### config.mk
export PLATFORM = sky130hd
export DESIGN_NAME = soc_system_led_pio
export DESIGN_NICKNAME = d
export VERILOG_FILES = /design/src/rtl/soc_system_led_pio.sv
export SDC_FILE = /design/constraint.sdc
export NUM_CORES = 1
export LEC_CHECK = 0
export BUFFER_PORTS_ARGS = -buffer_cell sky130_fd_sc_hd__buf_4
export CAP_MARGIN = 10
export CORE_MARGIN = 10
export CORE_UTILIZATION = 44
export DETAILED_ROUTE_END_ITERATION = 6
export PLACE_DENSITY_LB_ADDON = 0.12
export SYNTH_ARGS = -nofsm -noshare
export SYNTH_HDL_FRONTEND = slang
export SYNTH_SLANG_ARGS = --single-unit
### constraint.sdc
create_clock -name clk -period 3.5 [get_ports clk]
set_clock_uncertainty 0.2 [all_clocks]
set_input_delay 0.7 -clock clk [delete_from_list [all_inputs] [get_ports clk]]
set_output_delay 0.7 -clock clk [all_outputs]
set_load 0.02 [all_outputs]
### src/rtl/soc_system_led_pio.sv
// Avalon-MM output PIO for the board LEDs with atomic set/clear and a per-bit
// hardware blink engine driven by a programmable half-period counter.
module soc_system_led_pio #(
  parameter int unsigned            DATA_WIDTH   = 10,
  parameter logic [DATA_WIDTH-1:0]  RESET_VALUE  = '0,
  parameter logic [31:0]            PERIOD_RESET = 32'd25000000
) (
  input  logic                  clk,
  input  logic                  reset,
  input  logic [2:0]            address,
  input  logic                  chipselect,
  input  logic                  write_n,
  input  logic [31:0]           writedata,
  output logic [31:0]           readdata,
  output logic [DATA_WIDTH-1:0] out_port
);

  localparam logic [2:0] AddrData     = 3'd0;
  localparam logic [2:0] AddrMask     = 3'd1;
  localparam logic [2:0] AddrPeriod   = 3'd2;
  localparam logic [2:0] AddrStatus   = 3'd3;
  localparam logic [2:0] AddrOutSet   = 3'd4;
  localparam logic [2:0] AddrOutClear = 3'd5;

  logic [DATA_WIDTH-1:0] data_q, data_d;
  logic [DATA_WIDTH-1:0] mask_q, mask_d;
  logic [31:0]           period_q, period_d;
  logic [31:0]           cnt_q, cnt_d;
  logic                  phase_q, phase_d;
  logic [31:0]           rdata_d;
  logic [DATA_WIDTH-1:0] out_d;
  logic                  wr_en;
  logic [DATA_WIDTH-1:0] wdata;

  assign wr_en = chipselect & ~write_n;
  assign wdata = writedata[DATA_WIDTH-1:0];

  always_comb begin
    data_d   = data_q;
    mask_d   = mask_q;
    period_d = period_q;
    if (wr_en) begin
      case (address)
        AddrData:     data_d   = wdata;
        AddrMask:     mask_d   = wdata;
        AddrPeriod:   period_d = writedata;
        AddrOutSet:   data_d   = data_q | wdata;
        AddrOutClear: data_d   = data_q & ~wdata;
        default:      ;
      endcase
    end
  end

  // A PERIOD write restarts the half-period and wins over a coincident wrap.
  always_comb begin
    cnt_d   = cnt_q + 32'd1;
    phase_d = phase_q;
    if (wr_en && address == AddrPeriod) begin
      cnt_d   = '0;
      phase_d = 1'b1;
    end else if (period_q == '0) begin
      cnt_d   = '0;
      phase_d = 1'b1;
    end else if (cnt_q == period_q - 32'd1) begin
      cnt_d   = '0;
      phase_d = ~phase_q;
    end
  end

  always_comb begin
    rdata_d = '0;
    case (address)
      AddrData:   rdata_d = 32'(data_q);
      AddrMask:   rdata_d = 32'(mask_q);
      AddrPeriod: rdata_d = period_q;
      AddrStatus: rdata_d = {31'd0, phase_q};
      default:    rdata_d = '0;
    endcase
  end

  assign out_d = data_q & (~mask_q | {DATA_WIDTH{phase_q}});

  always_ff @(posedge clk) begin
    if (reset) begin
      data_q   <= RESET_VALUE;
      mask_q   <= '0;
      period_q <= PERIOD_RESET;
      cnt_q    <= '0;
      phase_q  <= 1'b1;
      readdata <= '0;
      out_port <= '0;
    end else begin
      data_q   <= data_d;
      mask_q   <= mask_d;
      period_q <= period_d;
      cnt_q    <= cnt_d;
      phase_q  <= phase_d;
      readdata <= rdata_d;
      out_port <= out_d;
    end
  end

endmodule
-- After elaboration in Yosys (flattened, before gate mapping)
Index checks and enable logic that the tools add are counted.
- register bits after elaboration: 127
- bits in latches: 0
- memory bits (writable): 0
- ROM bits: 0
- input bits: 39
- output and inout bits: 42
- logic and storage cells: 35
- memories: 0
- add/subtract/negate cells: 2
- multipliers: 0
- div/mod/pow operators: 0
- order comparisons: 0
- eq/ne operators: 6
- shift-type cells: 0
- multiplexer cells: 2
- bitwise gates (word level): 9
- reduce and logical (&&, ||, !) cells: 9
- operators by type and width (operator ; number):
    32-bit case mux with 4 select lines ; 1
    32-bit by 1-bit adder with 32-bit output (second input constant) ; 1
    32-bit == test ; 1
    32-bit zero test ; 1
    32-bit by 1-bit subtractor with 32-bit output (second input constant) ; 1
    10-bit case mux with 3 select lines ; 1
    10-bit bitwise AND ; 2
    10-bit inverter ; 2
    10-bit OR ; 2
    3-bit by 2-bit == test with 1-bit output (second input constant) ; 2
    3-bit == test (second input constant) ; 2
    2-bit AND reduction ; 3
    4-bit OR reduction ; 1
    3-bit by 1-bit == test with 1-bit output (second input constant) ; 1
    3-bit zero test ; 1
    3-bit nonzero test ; 1
    3-bit OR reduction ; 1
    1-bit inverter ; 2
    1-bit bitwise AND ; 1
    1-bit logical AND ; 1

-- Longest topological paths before layout
- depth after elaboration: 4
- gate-level depth with buffers: 11
- depth with buffers taken out: 9

-- Least setup slack after synthesis
OpenSTA, ideal clock, no wires.
- path type: reg2reg
- start point: register period_q[5]
- end point: register cnt_q[22]
- arrival: 3.018 ns
- required time: 3.159 ns
- path slack: 0.141 ns
- cell stages (with the launch flop): 12
- path buffers: 4
- clock period less this slack: 3.359 ns
- path through: dfxtp_1 buf_6 or4_4 buf_6 or3_4 buf_6 or4_1 a32oi_1 nand4_1 nor4_4 buf_6 nor3_2
- word-level cells in the longest chain between the ends: 3
- elaborated cells between the ends (all ways): 4
- those cells by class: add/sub (1); eq/ne (1); reduce/logical (2)
- RTL lines (item ; RTL line ; source):
    start, declared ; 27 ; logic [31:0] period_q, period_d;
    start signal, assigned ; 95 ; period_q <= period_d;
    32-bit by 1-bit subtractor with 32-bit output ; 64 ; end else if (cnt_q == period_q - 32'd1) begin
    32-bit == test ; 64 ;
    4-bit OR reduction (no source line) * ; -- ;
    end signal, assigned ; 96 ; cnt_q <= cnt_d;
    end, declared ; 28 ; logic [31:0] cnt_q, cnt_d;
Every way passes the cells marked *; elsewhere a longest branch is shown, timed or not.
A chain may end at the register's enable or synchronous reset.

-- Final worst setup path
- start point: register period_q[10]
- end point: register cnt_q[19]
Same word-level chain as after synthesis.

==> results.sh <==
export IMPL_r2r_setup_slack_ps=100
export IMPL_grt_pass1_wl_um=28900
export IMPL_p_per_area_nw_per_um2=456.1
export IMPL_initial_core_util_pct=44.46
export IMPL_final_nets=821
export IMPL_slew_violations=0
export IMPL_final_antenna_net_count=0
export IMPL_synth_adder_area_share_pct=0.4087
export IMPL_synth_top_family_by_area="simple AND/OR/NAND/NOR gates"
export IMPL_n_antenna_cell=0
export IMPL_gp_congestion=0.9077
export IMPL_hold_path_depth=2
export IMPL_vias=5371
export IMPL_synth_top_area_share_pct=41.52
export IMPL_hold_viol=0
export IMPL_rows=43
export IMPL_htreeDepth=4
export IMPL_min_period_over_period_pct=97.11
export IMPL_grt_overflow_total=0
export IMPL_worstSetupStartpoint="period_q[10]"
export IMPL_worstHoldStart="data_q[4]"
export IMPL_hold_ws_ps=249.3
export IMPL_path_clk_slew_ps=60
export IMPL_core_area_um2=13770
export IMPL_use_met2_pct=29.71
export IMPL_critPathLaunchType="flip-flop"
export IMPL_synth_xor_area_share_pct=9.522
export IMPL_p_int_w=0.002648
export IMPL_synth_area_top_cells="dfxtp_1 42%, nand2_1 5.3%, xor2_1 5.1%"
export IMPL_cts_root_buf="clkbuf_16"
export IMPL_cp_cell_sequence="or4_4 > or3_4 > or4_1 > a32oi_1 > nand4_1 > nor4_4 > buf_4 > clkbuf_16 > nor3_2"
export IMPL_regToRegStartpoint="period_q[10]"
export IMPL_cts_tree="done"
export IMPL_cts_sinks=127
export IMPL_post_place_ws_ps=98.56
export IMPL_ys_warn_count=0
export IMPL_power_net_switching_w=0.0008203
export IMPL_ys_seq_area_share_pct=41.52
export IMPL_firstDrtPassIters=5
export IMPL_dieArea_um2=19040
export IMPL_syn2layout_area_growth_pct=24.19
export IMPL_use_met3_pct=6.087
export IMPL_critical_path_arrival_ps=3500
export IMPL_path_buf_inv=2
export IMPL_port_buffers=80
export IMPL_grtUsageMet1_pct=25.47
export IMPL_hp_class="reg2reg"
export IMPL_drive_above_1_share_pct=23.71
export IMPL_die_y_um=138.0
export IMPL_routed_wl_um=18210
export IMPL_busiest_layer="met2"
export IMPL_cp_required_ps=3600
export IMPL_synth_simple_area_share_pct=29.61
export IMPL_synth_mux_area_share_pct=3.801
export IMPL_end_kind="flip-flop"
export IMPL_drc_errors=0
export IMPL_drtIter0Drc=337
export IMPL_path_class="reg2reg"
export IMPL_grt_antenna_before_repair=0
export IMPL_clock_latency_ps=420
export IMPL_synth_area_leader_cell="dfxtp_1"
export IMPL_r2r_cells=9
export IMPL_ys_types=57
export IMPL_worst_pin_slew_ps=1189
export IMPL_maxSlewHeadroom_pct=20.71
export IMPL_fmax_mhz=294.2
export IMPL_synth_edf_count=0
export IMPL_synthCells=699
export IMPL_fin_ws_ps=101.2
export IMPL_synth_compound_area_share_pct=10.75
export IMPL_synth_most_common_cell="dfxtp_1"
export IMPL_slowest_stage="or4_4"
export IMPL_synth_top_cells_by_count="127 x dfxtp_1, 87 x nand2_1, 47 x nor2_1"
export IMPL_r2r_end="cnt_q[19]"
export IMPL_crit_family="simple AND/OR/NAND/NOR gates"
export IMPL_die_w_um=138.0
export IMPL_leakage_nw=3.081
export IMPL_syn_nets=740
export IMPL_ys_flop_type="dfxtp_1"
export IMPL_critical_path_peak_fanout=16
export IMPL_ys_ff_latch=127
export IMPL_maxCapViolCount=0
export IMPL_syn_cell_area_um2=6123
export IMPL_avgViaCountPerCell=5.520
export IMPL_fin_crit_ps=3399
export IMPL_cts_buffers_inserted=17
export IMPL_clkPwrFrac_pct=51.7
export IMPL_final_util_pct=55.21
export IMPL_cts_buffer_depth=2
export IMPL_track_usage_pct=19.37
export IMPL_nFillCells=1318
export IMPL_post_dp_hpwl_um=13180
export IMPL_pwr_share_comb_pct=5.5
export IMPL_netSwitchingFraction_pct=23.65
export IMPL_pin_count=81
export IMPL_wl_per_cell_um=18.72
export IMPL_setup_viol=0
export IMPL_syn_avg_cell_area_um2=8.760
export IMPL_ir_drop_v=0.0004694
export IMPL_max_stage_delay_ps=560
export IMPL_seq_power_share_pct=42.7
export IMPL_status="finished, final reports clean"
export IMPL_hold_end="out_port[4]"
export IMPL_async_reset_ff_share_pct=0
export IMPL_grt_start_max_net_pins=35
export IMPL_grt_pass1_vias=5413
==> stage by stage <==
stage	area [um^2]	cells	setup TNS (ps)	power [W]
final	7605	973	0	0.003468
after global routing	7605	973	-1.441	0.003582
after CTS	7556	971	0	0.003496
after detailed placement	6950	939	0	0.001703
after global placement	6950	939	0	0.001701
after floorplan	6123	699	0	0.001614
==> placed cells by master (no fill, tap or decap), types with 4 or more instances in the layout <==
| master | synthesis | final |
|---|---|---|
| nor4_1 | 11 | 11 |
| xor2_1 | 36 | 36 |
| nor3_2 | 31 | 32 |
| or4_1 | 13 | 11 |
| dfxtp_1 | 127 | 127 |
| buf_4 | 0 | 106 |
| nor2_1 | 47 | 47 |
| nor3_1 | 21 | 20 |
| inv_6 | 0 | 4 |
| and3_1 | 8 | 8 |
| a32o_1 | 10 | 10 |
| nand3_1 | 30 | 30 |
| nor2b_1 | 8 | 8 |
| nand4_1 | 8 | 8 |
| or3_1 | 10 | 10 |
| o21ai_0 | 17 | 17 |
| clkbuf_16 | 0 | 18 |
| inv_1 | 10 | 10 |
| xnor2_1 | 28 | 28 |
| and2_1 | 22 | 22 |
| o211ai_1 | 5 | 5 |
| mux2i_1 | 21 | 21 |
| nand2_1 | 87 | 87 |
| a21oi_1 | 44 | 44 |
| nand2b_1 | 10 | 10 |
==> registers in the layout (all words and copies together) (netlist names) <==
register and count:
period_q 32, mask_q 10, out_port 10, data_q 10, readdata 32, cnt_q 32
phase_q 1
==> tightest hold or removal path: cells and delay by family (launching register included) <==
family / cells / cell delay [ps]
DFF: 1 / 320
and+or+nand+nor: 1 / 60
AOI/OAI and AO/OA: 1 / 30
==> kinds of logic after synthesis <==
logic type / after synthesis
muxes: 22
adders and majority gates: 2
and+or+nand+nor: 324
buffers and inverters: 57
xor gates and xnor gates: 65
AOI/OAI and AO/OA: 102
DFF: 127
==> per-layer routing <==
| layer | routed length, um | part of all wire, % | vias to the layer above |
|---|---|---|---|
| li1 | - | - | 2605 |
| met1 | 8595 | 47 | 2611 |
| met2 | 8437 | 46 | 141 |
| met3 | 1026 | 5.6 | 14 |
| met4 | 155 | 0.85 | 0 |
| met5 | 0 | 0 | - |
==> worst max-delay path by stage <==
stage,end,cells past startpoint
after floorplan,cnt_q[22],11
after CTS,cnt_q[19],8
final,cnt_q[19],9
after global routing,cnt_q[1],9
after global placement,cnt_q[1],8
after detailed placement,cnt_q[31],10
==> area by class of cell <==
cell class	instances	area [um^2]	share of cell area, %
Sequential cell	127	2542	33.43
Clock inverter	13	152.6	2.007
Multi-Input combinational cell	515	3333	43.83
Clock buffer	19	452.9	5.956
Tap cell	180	225.2	2.962
Inverter	10	37.54	0.4936
Timing Repair Buffer	109	860.8	11.32
==> repair_timing <==
item	4_1_cts	5_1_grt
hold buffers	0	0
endpoints found under the setup margin	0	33
gates resized for setup	0	8
setup buffers	0	1
==> power by group through the flow <==
stage | sequential (W) | clock [W] | combinational [W]
floorplan | 0.00152 | 0 | 0.0000977
finish | 0.00148 | 0.00179 | 0.000191
global route | 0.00148 | 0.00189 | 0.000209
CTS | 0.00148 | 0.00182 | 0.000190
detailed placement | 0.00151 | 0 | 0.000190
global placement | 0.00151 | 0 | 0.000188
No activity file was read; power rests on OpenSTA's default activity.
